`src/rtl/key_pad_emu.sv`:
```
// key_pad_emu: responder side of a 4x3 key-pad matrix.
// Accepts one key press per valid/ready command and answers the scanner's
// active-low row drive with the active-low column of the held key.
// Optional contact chatter at press/release: define KEY_PAD_EMU_BOUNCE_EN.
//
// state   | meaning
// --------+---------------------------------------------------------------
// IDLE    | waiting for a command, key_ready high
// PBOUNCE | press chatter, contact alternates (bounce build only)
// PRESS   | key closed, counting complete scanner sweeps
// RBOUNCE | release chatter, contact alternates (bounce build only)
// GAP     | key open, lockout before the next command

module key_pad_emu #(
  parameter int HOLD_SCANS    = 4,
  parameter int GAP_CYCLES    = 16,
  parameter int BOUNCE_CYCLES = 8
) (
  input  logic       clk,
  input  logic       rst,
  input  logic [3:0] key_code,
  input  logic       key_valid,
  output logic       key_ready,
  input  logic [3:0] key_pad_row,
  output logic [2:0] key_pad_column,
  output logic       key_pad_flag,
  output logic       key_err,
  output logic       busy
);

  typedef enum logic [2:0] {
    IDLE    = 3'd0,
    PBOUNCE = 3'd1,
    PRESS   = 3'd2,
    RBOUNCE = 3'd3,
    GAP     = 3'd4
  } state_t;

  localparam logic [7:0]  HOLD_MAX = 8'(HOLD_SCANS);
  localparam logic [15:0] GAP_LAST = 16'(GAP_CYCLES - 1);
`ifdef KEY_PAD_EMU_BOUNCE_EN
  localparam logic [7:0]  BNC_LAST = 8'(BOUNCE_CYCLES - 1);
`endif

  state_t      state, state_nx;
  logic [3:0]  row_sel, row_sel_nx;   // one-hot, bit set = key's row
  logic [2:0]  col_sel, col_sel_nx;   // one-hot, bit set = key's column
  logic        contact, contact_nx;
  logic [7:0]  hold_cnt, hold_nx, hold_inc;
  logic [15:0] gap_cnt, gap_nx;
  logic        err_nx;
  logic        accept;
  logic [3:0]  dec_row;
  logic [2:0]  dec_col;
  logic        dec_legal;
`ifdef KEY_PAD_EMU_BOUNCE_EN
  logic [7:0]  bounce_cnt, bounce_nx, bounce_inc;
`endif

  assign key_ready = (state == IDLE);
  assign accept    = key_valid && key_ready;
  assign busy      = (state != IDLE);
  assign hold_inc  = hold_cnt + 8'd1;
`ifdef KEY_PAD_EMU_BOUNCE_EN
  assign bounce_inc = bounce_cnt + 8'd1;
`endif

  // Key code to row/column position; codes 12..15 are not on the pad.
  always_comb begin
    dec_row   = 4'b0000;
    dec_col   = 3'b000;
    dec_legal = 1'b1;
    case (key_code)
      4'd1:    begin dec_row = 4'b1000; dec_col = 3'b100; end
      4'd2:    begin dec_row = 4'b1000; dec_col = 3'b010; end
      4'd3:    begin dec_row = 4'b1000; dec_col = 3'b001; end
      4'd4:    begin dec_row = 4'b0100; dec_col = 3'b100; end
      4'd5:    begin dec_row = 4'b0100; dec_col = 3'b010; end
      4'd6:    begin dec_row = 4'b0100; dec_col = 3'b001; end
      4'd7:    begin dec_row = 4'b0010; dec_col = 3'b100; end
      4'd8:    begin dec_row = 4'b0010; dec_col = 3'b010; end
      4'd9:    begin dec_row = 4'b0010; dec_col = 3'b001; end
      4'd10:   begin dec_row = 4'b0001; dec_col = 3'b100; end
      4'd0:    begin dec_row = 4'b0001; dec_col = 3'b010; end
      4'd11:   begin dec_row = 4'b0001; dec_col = 3'b001; end
      default: dec_legal = 1'b0;
    endcase
  end

  // Next-state, contact and counter updates.
  always_comb begin
    state_nx   = state;
    row_sel_nx = row_sel;
    col_sel_nx = col_sel;
    contact_nx = contact;
    hold_nx    = hold_cnt;
    gap_nx     = gap_cnt;
    err_nx     = 1'b0;
`ifdef KEY_PAD_EMU_BOUNCE_EN
    bounce_nx  = bounce_cnt;
`endif
    case (state)
      IDLE: begin
        if (accept) begin
          if (dec_legal) begin
            row_sel_nx = dec_row;
            col_sel_nx = dec_col;
            contact_nx = 1'b1;
            hold_nx    = 8'd0;
            gap_nx     = 16'd0;
`ifdef KEY_PAD_EMU_BOUNCE_EN
            state_nx   = PBOUNCE;
            bounce_nx  = 8'd0;
`else
            state_nx   = PRESS;
`endif
          end else begin
            err_nx = 1'b1;
          end
        end
      end
`ifdef KEY_PAD_EMU_BOUNCE_EN
      PBOUNCE: begin
        if (bounce_cnt == BNC_LAST) begin
          state_nx   = PRESS;
          bounce_nx  = 8'd0;
          contact_nx = 1'b1;
        end else begin
          bounce_nx  = bounce_inc;
          contact_nx = ~bounce_inc[0];
        end
      end
      RBOUNCE: begin
        if (bounce_cnt == BNC_LAST) begin
          state_nx   = GAP;
          bounce_nx  = 8'd0;
          contact_nx = 1'b0;
        end else begin
          bounce_nx  = bounce_inc;
          contact_nx = bounce_inc[0];
        end
      end
`endif
      PRESS: begin
        // Only the last row of a sweep advances the hold count.
        if (key_pad_row == 4'b1110) begin
          if (hold_inc == HOLD_MAX) begin
            hold_nx    = 8'd0;
            contact_nx = 1'b0;
`ifdef KEY_PAD_EMU_BOUNCE_EN
            state_nx   = RBOUNCE;
            bounce_nx  = 8'd0;
`else
            state_nx   = GAP;
`endif
          end else begin
            hold_nx = hold_inc;
          end
        end
      end
      GAP: begin
        if (gap_cnt == GAP_LAST) begin
          state_nx = IDLE;
          gap_nx   = 16'd0;
        end else begin
          gap_nx = gap_cnt + 16'd1;
        end
      end
      default: state_nx = IDLE;
    endcase
  end

  // State and datapath registers.
  always_ff @(posedge clk or posedge rst) begin
    if (rst) begin
      state    <= IDLE;
      row_sel  <= 4'b0000;
      col_sel  <= 3'b000;
      contact  <= 1'b0;
      hold_cnt <= 8'd0;
      gap_cnt  <= 16'd0;
      key_err  <= 1'b0;
`ifdef KEY_PAD_EMU_BOUNCE_EN
      bounce_cnt <= 8'd0;
`endif
    end else begin
      state    <= state_nx;
      row_sel  <= row_sel_nx;
      col_sel  <= col_sel_nx;
      contact  <= contact_nx;
      hold_cnt <= hold_nx;
      gap_cnt  <= gap_nx;
      key_err  <= err_nx;
`ifdef KEY_PAD_EMU_BOUNCE_EN
      bounce_cnt <= bounce_nx;
`endif
    end
  end

  // Column answers the current row drive combinationally so the scanner
  // sees it on the same edge it drives the row.
  always_comb begin
    key_pad_column = ~(col_sel & {3{contact & (|(row_sel & ~key_pad_row))}});
    key_pad_flag   = !((state == PRESS) || (state == PBOUNCE) || (state == RBOUNCE));
  end

endmodule

```
`config.mk`:
```
export PLATFORM = sky130hd
export DESIGN_NAME = key_pad_emu
export DESIGN_NICKNAME = d
export VERILOG_FILES = /design/src/rtl/key_pad_emu.sv
export SDC_FILE = /design/constraint.sdc
export NUM_CORES = 1
export LEC_CHECK = 0
export CORE_AREA = 4 4 88 74
export CTS_BUF_LIST = sky130_fd_sc_hd__clkbuf_8
export CTS_CLUSTER_DIAMETER = 50
export DETAILED_ROUTE_END_ITERATION = 10
export DIE_AREA = 0 0 92 78
export GPL_TIMING_DRIVEN = 0
export SKIP_LAST_GASP = 1
export SLEW_MARGIN = 0
export SYNTH_ARGS = -nofsm -noshare
export SYNTH_HDL_FRONTEND = slang
export SYNTH_SLANG_ARGS = --single-unit
```
`constraint.sdc`:
```
create_clock -name clk -period 1.6 [get_ports clk]
set_input_delay 0.16 -clock clk [delete_from_list [all_inputs] [get_ports clk]]
set_output_delay 0.16 -clock clk [all_outputs]
set_load 0.02 [all_outputs]
```
==> impl_metrics.yaml <==
run_status:
  status: "complete, but fails checks"
  violations: "setup timing"
clock_network:
  clock_latency_ns: 0.29
  numCtsBuffers: 5
  ctsHtreeMaxLevel: 2
  tritoncts: "built"
  clockBufferDepth: 2
  clock_sinks: 35
  path_clk_slew_ns: 0.07
  root_buffer: "clkbuf_8"
  hold_buffers: 0
worst_setup_path:
  cp.required_ns: 1.78
  cp-start-kind: "register"
  crit_arrival_ns: 1.85
  critPathCaptureType: "register"
  path_class: "reg2reg"
  crit_fanout: 5
die:
  chipHeight_um: 78
  io_pins: 18
  rows: 25
  core_area_sq_mm: 0.005693
  die-area_sq_mm: 0.007176
  initial_core_util: 0.3360
  die_x_um: 92
timing:
  tightest_slew_ns: 0.7599
  rsz0062_at_grt: "yes"
  fmax_mhz: 600.0
  maxSlewViolCount: 0
  setup_violations: 12
  period_needed_ns: 1.667
  postLayoutSetupSlackWorst_ns: -0.06653
  hold_viol_final: 0
  period_share: 1.042
  holdWs_ns: 0.1706
  max_slew_margin: 0.4927
  clock_skew_ns: 0.004202
synthesis:
  synth_top_cell_by_area: "dfrtp_1"
  synthArstFlopShare: 1.000
  synth_flop_cell: "dfrtp_1"
  synth.area.top_cells: "dfrtp_1 46%, o21ai_0 5.2%, nand2_1 4.9%"
  avgSynthCellArea_sq_um: 9.067
  netlist.area_leader.share: 0.4578
  ys_types: 43
  synth_nets: 225
  synth_edf_count: 0
  syn_area_sq_mm: 0.001913
  yosysWarnings: 0
  syn_inst: 211
  ys_seq_area_frac: 0.4578
  ys_ff_latch: 35
hold_path:
  hp-class: "in2reg"
final_layout:
  final_common_cell: "dfrtp_1"
  nNetsFinal: 273
  drive_gt1_frac: 0.3077
  post-route-util: 0.4666
  design_area_sq_mm: 0.002656
  syn_to_final_growth_pct: 38.85
  final_cell_mix: "29 x dfrtp_1, 23 x nand2_1, 21 x buf_4"
  n_antenna_cell: 0
placed_design:
  io_buffer_count: 16
  dp_hpwl_mm: 2.667
  gp_congestion: 0.8345
  place_area_sq_mm: 0.002175
grt:
  antenna_found_initial: 0
  grt_pass1_wl_mm: 7.058
  grt.overflow.total: 0
  grt_max_degree: 36
  grt_pass1_vias: 1521
  grt_usage: 0.1224
route:
  wl_met3_um: 186
  drt-vias-per-instance: 5.047
  wl_met2_mm: 2.148
  avgRoutedWirePerCell_um: 12.87
  dr.max_layer_used: "met4"
  wl_met1_mm: 2.029
  routed_wl_mm: 4.390
  firstDrtPassIters: 4
  antenna_left: 0
  vias: 1721
  drt_iter0_drc: 128
  drc: 0
power_and_ir_drop:
  p_int_uw: 1671
  swShare: 0.2920
  ir_drop_v: 0.0008333
  clkPwrFrac: 0.301
  seqPwrFrac: 0.462
  p_switching_uw: 689.3
  powerDensity_mw_per_mm2: 888.7
  comb_power_share: 0.237
  power.leakage_uw: 0.001169
run:
  cap_violations: 0
## flip-flops by register name (all words and copies together), names as in the netlist
register	flops
hold_cnt	8
key_err	1
gap_cnt	16
row_sel	4
state	2
col_sel	3
contact	1
## timing repair
| item | 4_1_cts | 5_1_grt |
|---|---|---|
| resized for setup | 16 | 56 |
| setup buffers | 10 | 15 |
| cloned | 0 | 1 |
| endpoints found under the setup margin | 28 | 30 |
| pin swaps | 8 | 24 |
## critical path: stages, from the launching register on
cell	delay, ns
dfrtp_1	0.39
ha_2	0.22
and3_4	0.21
nand4_1	0.16
nand3b_4	0.16
and2b_2	0.21
buf_6	0.15
nor2_1	0.05
## cell usage after synthesis (4+ instances only)
cell,count
xnor2_1,5
o31ai_1,5
nand4_1,6
a21oi_1,4
xor2_1,8
nand2_1,25
nand3_1,10
nand2b_1,4
nor2b_1,4
o21ai_0,20
nor2_1,23
inv_1,10
clkbuf_1,5
dfrtp_1,35
## final timing paths
| check | slack, ns | endpoint | cells past startpoint | startpoint |
|---|---|---|---|---|
| worst min register to register | 0.48 | row_sel[0]$_DFFE_PP0P_ | 2 | row_sel[0]$_DFFE_PP0P_ |
| worst max register to register | -0.07 | gap_cnt[13]$_DFFE_PP0P_ | 7 | gap_cnt[0]$_DFFE_PP0P_ |
| min in group asynchronous | 0.32 | key_err$_DFF_PP0_ | 2 | rst |
| worst max-delay path | -0.07 | gap_cnt[13]$_DFFE_PP0P_ | 7 | gap_cnt[0]$_DFFE_PP0P_ |
| max in group asynchronous | 0.75 | hold_cnt[3]$_DFFE_PP0P_ | 2 | rst |
| worst min-delay path | 0.17 | key_err$_DFF_PP0_ | 3 | key_valid |
## area by class of cell
type,instances,area [sq um]
repair buffers,42,374.1
clock buffers,7,96.34
multi-input cells,159,1129
well taps,81,101.3
flip-flops and latches,35,883.3
fillers,554,3037
inverters,10,37.54
clock inverters,1,3.754
plain buffers,6,31.28
## metrics by stage
| step | cells | setup TNS (ns) | total power, uW | worst slack, ns |
|---|---|---|---|---|
| final | 341 | -0.6001 | 2361 | -0.06653 |
| after global routing | 341 | -2.052 | 2531 | -0.1527 |
| after CTS | 326 | -2.433 | 2315 | -0.2249 |
| after detailed placement | 308 | -6.184 | 1507 | -0.3777 |
| after global placement | 308 | -13.66 | 1496 | -0.3784 |
| after floorplan | 211 | 0 | 1373 | 0.07202 |
## layer usage
metal | vias up | global-route usage
met5 | - | 0
met4 | 0 | 0.03116
met1 | 839 | 0.1658
met2 | 32 | 0.1851
met3 | 4 | 0.04457
li1 | 846 | -
## power groups by stage
stage / sequential, uW / combinational, uW / clock (uW)
final: 1090 / 558 / 711
after global routing: 1110 / 634 / 786
after CTS: 1080 / 499 / 740
after detailed placement: 1110 / 400 / 0
after global placement: 1100 / 392 / 0
after floorplan: 1090 / 287 / 0
## logic make-up after synthesis
kind of cell,count (synthesis),share of synthesized area
XOR/XNOR,13,0.05952
multiplexers,1,0.005232
flip-flops,35,0.4578
buffers and inverters,17,0.03467
AND/OR/NAND/NOR,95,0.2557
adder cells (fa/ha/maj),3,0.01962
AO/OA/AOI/OAI,47,0.1674
Note: power is estimated with default switching activity, not from simulation.
